## src/rtl/mem_arbiter.sv

```systemverilog
// mem_arbiter: grants the single-ported RAM to either icache or dcache (dcache priority)
// Ports:
//   CLK, RST                      clock, asynchronous active-high reset
//   iREN, iaddr -> iwait, iload   icache read request and handshake
//   dREN, dWEN, daddr, dstore     dcache request (write wins when both are set)
//   dwait, dload                  dcache handshake
//   ramREN, ramWEN, ramaddr,      RAM request side, driven only while a grant is held
//   ramstore
//   ramload, ramstate             RAM read data and status (FREE/BUSY/ACCESS/ERROR)
// Optional feature: define ARB_FAIR_EN to force an icache turn after FAIR_LIMIT
// consecutive dcache grants while iREN is pending.
module mem_arbiter #(
  parameter int WORD_W = 32,
  parameter int FAIR_LIMIT = 4
) (
  input  logic              CLK,
  input  logic              RST,
  input  logic              iREN,
  input  logic [WORD_W-1:0] iaddr,
  output logic              iwait,
  output logic [WORD_W-1:0] iload,
  input  logic              dREN,
  input  logic              dWEN,
  input  logic [WORD_W-1:0] daddr,
  input  logic [WORD_W-1:0] dstore,
  output logic              dwait,
  output logic [WORD_W-1:0] dload,
  output logic              ramREN,
  output logic              ramWEN,
  output logic [WORD_W-1:0] ramaddr,
  output logic [WORD_W-1:0] ramstore,
  input  logic [WORD_W-1:0] ramload,
  input  logic [1:0]        ramstate
);
  typedef enum logic [1:0] {IDLE, IGRANT, DGRANT} state_t;
  localparam logic [1:0] ACCESS = 2'd2;
  state_t state, next;
  logic fair_take;
  logic d_req;
  assign d_req = dREN | dWEN;
  always_ff @(posedge CLK or posedge RST)
    if (RST) state <= IDLE;
    else state <= next;
`ifdef ARB_FAIR_EN
  localparam int CW = $clog2(FAIR_LIMIT + 1);
  localparam logic [CW-1:0] LIM = CW'(FAIR_LIMIT);
  logic [CW-1:0] fair_cnt;
  assign fair_take = iREN && fair_cnt == LIM;
  // Counts dcache grants taken while the icache is waiting; saturates at LIM.
  always_ff @(posedge CLK or posedge RST)
    if (RST) fair_cnt <= '0;
    else if (state == IDLE) begin
      if (!iREN || next == IGRANT) fair_cnt <= '0;
      else if (next == DGRANT && fair_cnt != LIM) fair_cnt <= fair_cnt + 1'b1;
    end
`else
  // Strict dcache priority: the icache is never handed a forced turn.
  assign fair_take = FAIR_LIMIT < 0;
`endif
  always_comb begin
    next = state;
    ramREN = 1'b0;
    ramWEN = 1'b0;
    ramaddr = '0;
    ramstore = '0;
    iwait = 1'b1;
    dwait = 1'b1;
    iload = '0;
    dload = '0;
    case (state)
      IDLE: next = fair_take ? IGRANT : d_req ? DGRANT : iREN ? IGRANT : IDLE;
      DGRANT: begin
        ramaddr = daddr;
        ramstore = dstore;
        ramWEN = dWEN;
        ramREN = dREN & ~dWEN;
        // A withdrawn request ends the grant without a completion pulse.
        if (!d_req) next = IDLE;
        else if (ramstate == ACCESS) begin
          dwait = 1'b0;
          dload = ramload;
          next = IDLE;
        end
      end
      IGRANT: begin
        ramaddr = iaddr;
        ramREN = iREN;
        if (!iREN) next = IDLE;
        else if (ramstate == ACCESS) begin
          iwait = 1'b0;
          iload = ramload;
          next = IDLE;
        end
      end
      default: next = IDLE;
    endcase
  end
endmodule

```

## config.mk

```make
export PLATFORM = sky130hd
export DESIGN_NAME = mem_arbiter
export DESIGN_NICKNAME = d
export VERILOG_FILES = /design/src/rtl/mem_arbiter.sv
export SDC_FILE = /design/constraint.sdc
export NUM_CORES = 1
export LEC_CHECK = 0
export ABC_CLOCK_PERIOD_IN_PS = 1900
export CORE_AREA = 2 2 102 104
export DETAILED_ROUTE_END_ITERATION = 8
export DIE_AREA = 0 0 104 106
export PLACE_DENSITY = 0.61
export SLEW_MARGIN = 30
export SYNTH_ARGS = -nofsm -noshare
export SYNTH_HDL_FRONTEND = slang
export SYNTH_SLANG_ARGS = --single-unit
```

## constraint.sdc

```tcl
create_clock -name CLK -period 1.9 [get_ports CLK]
set_clock_uncertainty 0.15 [all_clocks]
set_input_delay 0.38 -clock CLK [delete_from_list [all_inputs] [get_ports CLK]]
set_output_delay 0.38 -clock CLK [all_outputs]
set_load 0.01 [all_outputs]
```

; ---- Yosys cells after proc, flatten, opt, wreduce, memory -nomap -nowiden
; Index checks and enable logic that the tools add are counted.
[totals]
regBits = 2
latchBits = 0
mem_bits_rw = 0
rom_bits = 0
input_bits = 135
output_inout_bits = 132
elab_cells = 28
mem_count = 0
[op_classes]
add_sub_neg = 0
n_mul = 0
div_mod_pow = 0
n_lt_le_gt_ge = 0
n_eq_ne = 3
n_shift = 0
mux = 20
n_bitwise = 3
reduce_logical = 1
[op_table]
columns = op, n
row1 = $mux W32, 6
row2 = $pmux W32 S2, 1
row3 = $mux W2, 4
row4 = $mux W1, 7
row5 = $pmux W2 S3, 1
row6 = $eq A2 B2 Y1 const B, 2
row7 = $eq A2 B1 Y1 const B, 1
row8 = $logic_not A2 Y1, 1
row9 = $pmux W1 S2, 1
row10 = $and A1 B1 Y1, 1
row11 = $not A1 Y1, 1
row12 = $or A1 B1 Y1, 1

; ---- Depth between registers and ports, before layout
[logic_depth]
word_depth = 4
ltp_mapped = 7

; ---- Worst setup path after synthesis
; No wires, ideal clock.
[synth_timing]
path_kind = flip-flop to output port
from = register state[0]
to = output ramREN
arrival_ns = 1.288
path_slack_ns = 0.082
path_stages_with_launch = 7
path_buffers = 2
path_cell_list = dfrtp_1 > inv_1 > ha_1 > buf_2 > buf_4 > nand3b_1 > a21boi_1
[synth_between]
elab_chain_len = 2
[synth_rtl]
columns = item, line
row1 = "start, declared", 37  ; state_t state, next;
row2 = "start signal, assigned", 43  ; else state <= next;
row3 = $eq A2 B1 Y1 or $eq A2 B2 Y1 (tied branches), 70  ; case (state)
row4 = $pmux W1 S2 (*), 70
row5 = "end, declared", 28  ; output logic ramREN,
; Mark *: on every way between the ends. The rest lies on a longest branch, timed or not.

; ---- Worst setup path in the final report
[layout_timing]
from = register state[0]
to = output dload[24]
[layout_between]
elab_chain_len = 2
[layout_rtl]
columns = item, line
row1 = $eq A2 B2 Y1, 70
row2 = $mux W32, 70
row3 = "end, declared", 27  ; output logic [WORD_W-1:0] dload,
; Every way passes these cells.

==> metrics.txt <==
type of the worst setup path=flop to output port; die area=11020 um^2; pin count of the biggest net entering global routing=21; via count of the routed design=2707; global routing usage summed across all routing layers=17.45%; Leak Pwr=2.446 nW; row cnt=37; IO Port Bufs=266; critical-path cell with the highest stage delay=sky130_fd_sc_hd__dfrtp_1; growth of design area from synthesis to finish=294.3%; worst slew slack as a fraction of its limit=82.64%; CTS tree=done; number of storage elements in the synthesis netlist=2; classification of the worst-slack hold path=input port to asynchronous set/reset pin; initial antenna violation count=0; result of the run=complete, but fails checks; Max-cap violations=0; max reg flops=2; R2R setup slack=200 ps; number of enable-type register cells in the synthesized netlist=0; part of the total power dissipated in sequential elements=1.7%; switching power summed over all nets=0.001757 W; Internal Power=0.002981 W; cell area after synthesis=1371 um^2; Detailed Routing Iterations Pass 1=4; Routed WL per cell=16.70 um; Max Fclk=457.8 MHz; smallest hold slack=175.8 ps; number of violations reported at the end of detailed-routing iteration 0=51; most instantiated flip-flop cell in the synthesis netlist=sky130_fd_sc_hd__dfrtp_1; top-area cell type share of the netlist area=44.25%; Bufs and invs on worst path=4; Final Power=0.004738 W; Chip Height=106 um; fraction of power consumed by the clock network=3.4%; Setup crit end kind=output port; Sw Share=37.08%; buffer levels on the longest clock path=2; clock transition time at the flip-flop clock pins of the worst setup and hold paths=30 ps; RSZ-0062 raised after global routing=true; reg2reg path depth=7; register with the highest flop count=state; Regs by FF count=state (2); sequence of cells on the critical path=inv_2 > ha_4 > o21ai_4 > nor2_4 > buf_12 > clkbuf_16 > and2_4 > buf_6; Post-Syn Instances=206; combinational share of power=94.9%; worst-skew pair later-pin latency=210 ps; origin of the critical flop-to-flop path=state[1]$_DFF_PP0_; final core utilization=54.08%; post-layout minimum cycle time=2184 ps; horizontal extent of the die=104 um; Synth area leaders=sky130_fd_sc_hd__and2_1 (44%), sky130_fd_sc_hd__a22oi_1 (18%), sky130_fd_sc_hd__nor2b_1 (16%), sky130_fd_sc_hd__buf_2 (3.6%), sky130_fd_sc_hd__dfrtp_1 (3.6%); average size of a mapped cell=6.657 um^2; vias per inst=4.158; number of library cell types mapped by synthesis=21; worst voltage drop across the vdd grid=0.4393 mV; sequential area share after synthesis=3.650%; worst slack after detailed placement=-679.0 ps; num ports=267; standard cell area after detailed placement=4262 um^2; category of cells accounting for the largest share of critical-path delay=buffers and inverters; post-synthesis net count=345; Total Routed Length=10870 um; core box area=10000 um^2; number of failing hold endpoints at the final stage=0; Final Cell Area=5408 um^2; post-layout net count=656; DP Wirelength=6779 um; initial cell density of the core=13.71%; cell types with the highest counts after synthesis=sky130_fd_sc_hd__and2_1 (97), sky130_fd_sc_hd__nor2b_1 (34), sky130_fd_sc_hd__a22oi_1 (32); crit path setup slack, layout=-284.4 ps; final weighted congestion in routability-driven placement=0.7558; period utilization=115.0%; required time at the endpoint of the critical path=1370 ps; n_diodes=0; Async S/R FF share, synth=100.0%; DRC violation count after routing=0; via count of the first global-routing pass=2821; clock sink count=2; Synth area leader=sky130_fd_sc_hd__and2_1; power per cell area=876.1 nW/um^2; WP data arrival=1650 ps; maximum level of the CTS H-tree=1; endpoint of the lowest-slack register-to-register path=state[0]$_DFF_PP0_; overall overflow remaining after global route=0; crit path launch type=flop; delay of the slowest critical-path stage=390 ps; final number of setup-violating endpoints=132; buffer type at the clock tree root=sky130_fd_sc_hd__clkbuf_8; maximum fanout count along the critical path=8; post-cts hold buffer count=0; fraction of final layout cells with drive strength greater than 1=63.30%; synth warn=0; Worst-Margin Slew=260.4 ps; count leader, synth=sky130_fd_sc_hd__and2_1; first-pass GRT wire length=15300 um; number of clock buffers inserted by TritonCTS=3; violated checks=negative setup slack; Max Slew Vio Count=0; number of nets still failing antenna checks after routing=0
-- area by class of cell --
class                      count  area [um^2]
multi-input combinational    178         1642
inverter                       6        27.53
clock buffer                   3        41.29
sequential                     2        51.30
tap                          136        170.2
timing repair buffer         326         3476
fill                         933         4592
-- worst max-delay path by stage --
stage                 to  cells past startpoint  slack, ps               start
2_1_floorplan     ramREN                      6         80  state[0]$_DFF_PP0_
3_3_place_gp   dload[21]                      6       -660                dWEN
3_5_place_dp   dload[21]                      6       -680                dWEN
4_1_cts        iload[18]                      8       -260  state[1]$_DFF_PP0_
5_1_grt        dload[24]                      8       -330  state[0]$_DFF_PP0_
6_report       dload[24]                      8       -280  state[0]$_DFF_PP0_
-- cells in the final DEF, fill, tap and decap left out, types with 2 or more instances in the layout --
master and instances:
sky130_fd_sc_hd__clkdlybuf4s50_1 129, sky130_fd_sc_hd__buf_6 113, sky130_fd_sc_hd__and2_4 82, sky130_fd_sc_hd__buf_2 46
sky130_fd_sc_hd__a22oi_2 32, sky130_fd_sc_hd__nor2b_1 32, sky130_fd_sc_hd__and2_1 15, sky130_fd_sc_hd__buf_16 10
sky130_fd_sc_hd__buf_12 9, sky130_fd_sc_hd__buf_4 9, sky130_fd_sc_hd__dlygate4sd2_1 5, sky130_fd_sc_hd__clkbuf_16 4
sky130_fd_sc_hd__ha_4 3, sky130_fd_sc_hd__clkbuf_8 3, sky130_fd_sc_hd__inv_2 2, sky130_fd_sc_hd__inv_1 2
sky130_fd_sc_hd__nor2_4 2, sky130_fd_sc_hd__inv_4 2
-- worst register-to-register path: stages (launching register included) --
cell	delay, ps
sky130_fd_sc_hd__dfrtp_2	430
sky130_fd_sc_hd__inv_2	100
sky130_fd_sc_hd__ha_4	170
sky130_fd_sc_hd__nand2_4	60
sky130_fd_sc_hd__buf_4	130
sky130_fd_sc_hd__buf_6	110
sky130_fd_sc_hd__a221oi_2	280
sky130_fd_sc_hd__a32o_1	200
-- stage by stage --
| stage | cells | TNS [ps] |
|---|---|---|
| floorplan | 206 | 0 |
| global placement | 604 | -58690 |
| detailed placement | 604 | -61250 |
| CTS | 645 | -23670 |
| global route | 651 | -30930 |
| finish | 651 | -23850 |
-- per-layer routing --
layer  global-route usage [%]  wire (um)  part of all wire (%)  vias up
met4                    3.378        119                   1.1        0
met3                    4.047        695                   6.4        8
li1                         -          -                     -     1300
met5                        0          0                     0        -
met1                    17.82       3922                    36     1245
met2                    35.81       6135                    56      154
-- power by group through the flow --
stage	Sequential (W)	Combinational, W	Clock, W
after floorplan	0.0000692	0.00117	0
after global placement	0.0000681	0.00262	0
after detailed placement	0.0000694	0.00263	0
after CTS	0.0000768	0.00425	0.000168
after global routing	0.0000818	0.00473	0.000170
final	0.0000798	0.00449	0.000163
-- kinds of logic (layout without fill, tap and decap cells) --
family	Yosys count	in the layout	synth area share, %
adder cells (fa/ha/maj)	4	4	3.650
AO/OA/AOI/OAI	37	37	20.80
AND/OR/NAND/NOR	137	137	62.77
flip-flops	2	2	3.650
buffers and inverters	26	335	9.124
-- repair_timing --
item	CTS	global route
cloned	16	5
buffers inserted	22	5
gates resized for setup	677	132
endpoints found under the hold margin	0	0
endpoints found under the setup margin	132	132
pin swaps	28	46
No activity file was read; power rests on OpenSTA's default activity.
==> edit 1 (same settings) <==
Change the parameter `WORD_W` from 32 to 16.
--- a/src/rtl/mem_arbiter.sv
+++ b/src/rtl/mem_arbiter.sv
@@ -10,7 +10,7 @@
 // Optional feature: define ARB_FAIR_EN to force an icache turn after FAIR_LIMIT
 // consecutive dcache grants while iREN is pending.
 module mem_arbiter #(
-  parameter int WORD_W = 32,
+  parameter int WORD_W = 16,
   parameter int FAIR_LIMIT = 4
 ) (
   input  logic              CLK,
Interface: changed (8 resized); port bits go from 267 to 139. The function was not compared with the original's and may differ.
==> edit 1 against the unedited design <==
- the run still ends with setup timing left
- critical path depth decreased by 1
- cell area decreased by 55%
- register-to-register slack improved by 0.15 ns
- count of clock-buffer cells in the layout unchanged
- power decreased by 57%
- combinational power decreased by 60%
- worst setup slack improved by 0.094 ns
- sequential cell count unchanged
- maximum frequency increased by 4.5%
- routed wire length decreased by 56%
- first-iteration DRC count decreased by 49%
- area after synthesis decreased by 39%
- via count decreased by 49%
==> edit 1: results (changes against the unedited design) <==
run_status:
  outcome: "finished, violations left"
  violations: "setup timing"
critical_path:
  cp_data_arrival_time_ns: 1.56  # -0.09 ns
  crit_path_max_incr_delay_ns: 0.42  # +0.03 ns
  crit_fanout: 3  # -5
placed_design:
  gp_congestion: 0.706  # -6.6%
  place_inst: 392  # -35%
  hpwl_um: 3750  # -45%
  io_buffers: 138  # -48%
global_routing:
  grt_max_degree: 18  # -14%
  grt_pass1_wl_um: 7390  # -52%
  grt_use_met2_pct: 16.0  # -20 points
  grt_use_met3_pct: 2.64  # -1.4 points
  use_met1_pct: 8.55  # -9.3 points
  global_route.usage.total_pct: 8.18  # -9.3 points
logic_synthesis:
  yosysUniqueCellTypes: 20  # -4.8%
  synth_common_cells: "and2_1 (49), nor2b_1 (18), a22oi_1 (16), inv_1 (6), ha_1 (4)"
  ys_top_cells_by_area: "and2_1 (37%), a22oi_1 (14%), nor2b_1 (14%)"
  seq_area_frac_synth_pct: 6.01  # +2.4 points
  syn_nets: 190  # -45%
  avgSynthCellArea_sq_um: 7.25  # +8.9%
finish:
  fin_nets: 343  # -48%
  drive_gt1_share_pct: 45.5  # -18 points
  finalNonFillerCells: 402  # -38%
  fillers: 1143  # +23%
clock_network:
  clk_latency_ns: 0.21  # about the same
  numCtsBuffers: 3  # unchanged
  root_buffer: "clkbuf_8"
timing:
  finalSetupViolations: 50  # -62%
  slew_headroom_pct: 83.2  # +0.55 points
  tns_ns: -4.70  # +19.14 ns
  fin_ws_ns: -0.190  # +0.0940 ns
drt:
  drtIter0Drc: 26  # -49%
  vias: 1383  # -49%
  wl_per_cell_um: 12.0  # -28%
  wl_met1_um: 1830  # -53%
  met3RoutedLength_um: 442  # -36%
  met2_wirelength_um: 2510  # -59%
power:
  p_leak_nw: 1.12  # -54%
  max-vdd-ir-drop_v: 0.000584  # +33%
## edit 1: changes by cell type after synthesis, sizes merged
cell    unedited run  this run
and2              97        49
a22oi             32        16
clkbuf             6         2
buf               14         7
nor2b             34        18
## edit 1: worst paths after layout
| check | to | slack, ns | cells after the start |
|---|---|---|---|
| worst max-delay path | ramaddr[12] | -0.19 | 7 |
| worst min-delay path | state[1] | 0.17 | 2 |
| worst max register to register | state[0] | 0.35 | 6 |
| worst min register to register | state[0] | 0.50 | 2 |
| max in group asynchronous | state[0] | 1.32 | 2 |
| min in group CLK | state[0] | 0.50 | 2 |
## edit 1: stage by stage
stage               area [sq um]  worst slack, ns  hold WS (ns)
floorplan                    833            0.130       -0.0288
finish                      2440           -0.190         0.168
CTS                         2540           -0.174         0.166
detailed placement          2460           -0.648         0.388
global route                2440           -0.254         0.180
global placement            2460           -0.623         0.385
## edit 1: what timing repair did
item / in CTS / in global routing
buffers inserted: 5 / 0
gates cloned: 3 / 0
resized for setup: 275 / 21
setup endpoints to repair: 68 / 68
pin swaps: 18 / 1
## edit 1: power by group
group | total, mW | internal [mW] | switching [mW]
Combinational | 1.80 | 1.04 | 0.757
Sequential | 0.0752 | 0.0571 | 0.0181
Clock | 0.166 | 0.134 | 0.0317
## edit 1: cells by family (layout without fill, tap and decap cells)
family	after synthesis	count (layout)	share of synthesized area (%)
flops	2	2	6.01
buf+inv	15	166	10.4
simple gates	73	73	56.5
fa+ha+maj	4	4	6.01
compound gates	21	21	21.2
## edit 1: final cells by class
cell class                      count  area, sq um  share of cell area, %
Tap cell                          136          170                   6.96
Inverter                            6         22.5                  0.922
Clock buffer                        3         41.3                   1.69
Multi-Input combinational cell     98          837                   34.3
Timing Repair Buffer              157         1320                   54.1
Sequential cell                     2         50.0                   2.05
==> edit 2 (same settings) <==
Made on the original files. The 3 states of `state_t` get a one-hot encoding in 3 bits.
--- a/src/rtl/mem_arbiter.sv
+++ b/src/rtl/mem_arbiter.sv
@@ -32,7 +32,7 @@
   input  logic [WORD_W-1:0] ramload,
   input  logic [1:0]        ramstate
 );
-  typedef enum logic [1:0] {IDLE, IGRANT, DGRANT} state_t;
+  typedef enum logic [2:0] {IDLE = 3'b001, IGRANT = 3'b010, DGRANT = 3'b100} state_t;
   localparam logic [1:0] ACCESS = 2'd2;
   state_t state, next;
   logic fair_take;
Behaviour: same outputs for any inputs over 10 cycles, from zero or initial values and one cycle with RST high; not proved beyond that.
==> edit 2 against the unedited design <==
- cell area fell by 11%
- die area did not move
- global-route usage rose by 0.76 points
- worst setup slack got worse by 0.12 ns
- sequential cell count rose by 1
- area after synthesis fell by 11%
- power fell by 40%
- routed wire length rose by 4.3%
- the run still ends with setup timing left
==> edit 2: results (changes against the unedited design) <==
drt:
  wl_per_cell_um: 18.3  # +9.3%
  met3RoutedLength_um: 914  # +32%
  vias: 2627  # -3.0%
  met2_wirelength_um: 6240  # +1.7%
  vias_per_cell: 4.23  # +1.7%
power:
  power_mw: 2.84  # -40%
  p_leak_nw: 2.35  # -3.9%
  clockPowerShare_pct: 6.6  # +3.2 points
  max-vdd-ir-drop_v: 0.000255  # -42%
finish:
  final_util_pct: 48.2  # -5.8 points
  n_all_buffers: 321  # -1.5%
  drive_gt1_share_pct: 53.4  # -9.9 points
  fillers: 978  # +4.8%
  area_share_nonclk_buffers_pct: 67.3  # +3.0 points
  layout.clock_buffers: 4  # +1
  design.seq.count: 3  # +1
  multi_input_area_share_pct: 26.3  # -4.0 points
  multi_input_cells: 153  # -14%
  reg_top3: "state: 3 flops"
  fin_nets: 621  # -5.3%
logic_synthesis:
  syn_nets: 311  # -9.9%
  syn_inst: 176  # -15%
  synth_common_cells: "and2_1 (97), a22o_1 (32), buf_2 (6), clkbuf_1 (6)"
  ys_top_cells_by_area: "and2_1 (50%), a22o_1 (23%), dfrtp_1 (4.1%)"
  seq_area_frac_synth_pct: 6.27  # +2.6 points
placed_design:
  place_inst: 575  # -4.8%
  hpwl_um: 7190  # +6.0%
  gp_congestion: 0.768  # +1.6%
  pre_cts_ws_ns: -0.799  # -0.120 ns
  placed_area_sq_mm: 0.00413  # -3.0%
timing:
  fin_ws_ns: -0.400  # -0.116 ns
  tns_ns: -35.76  # -11.92 ns
  finalSetupViolations: 127  # -3.8%
run_status:
  violations: "setup timing"
  outcome: "finished, violations left"
critical_path:
  reg2reg_to: "state[1]"
  rrSetupSlack_ns: 0.44  # +0.24 ns
  cp_data_arrival_time_ns: 1.77  # +0.12 ns
global_routing:
  grt_pass1_wl_um: 15900  # +3.7%
  grt_max_degree: 18  # -14%
  grt_pass1_vias: 2811  # -0.35%
  global_route.usage.total_pct: 18.2  # +0.76 points
  use_met1_pct: 19.6  # +1.8 points
  grt_use_met3_pct: 4.90  # +0.86 points
  grt_use_met2_pct: 35.8  # -0.047 points
clock_network:
  cts_resized: 625  # -7.7%
[edit 2: cell types whose count changed after synthesis, moves of 5 or more]
cell     delta
a22o_1     +32
a22oi_1    -32
nor2b_1    -33
nor3_1      +5
[edit 2: worst max path at each step]
stage	startpoint	end	cells past startpoint
4_1_cts	state[1]	dload[10]	8
3_5_place_dp	ramstate[0]	dload[8]	6
6_report	state[1]	ramaddr[1]	8
5_1_grt	state[1]	dload[9]	7
3_3_place_gp	ramstate[0]	dload[8]	6
2_1_floorplan	state[1]	dload[22]	4
[edit 2: cell families after synthesis]
group | share of synthesized area [%]
compound gates | 24.9
buf+inv | 7.19
flops | 6.27
simple gates | 61.7
[edit 2: worst max-delay path, delay by kind of cell, from the launching register on]
family | cells | cell delay, ns
AOI/OAI and AO/OA | 1 | 0.21
buffers and inverters | 5 | 0.79
DFF | 1 | 0.39
and+or+nand+nor | 2 | 0.15
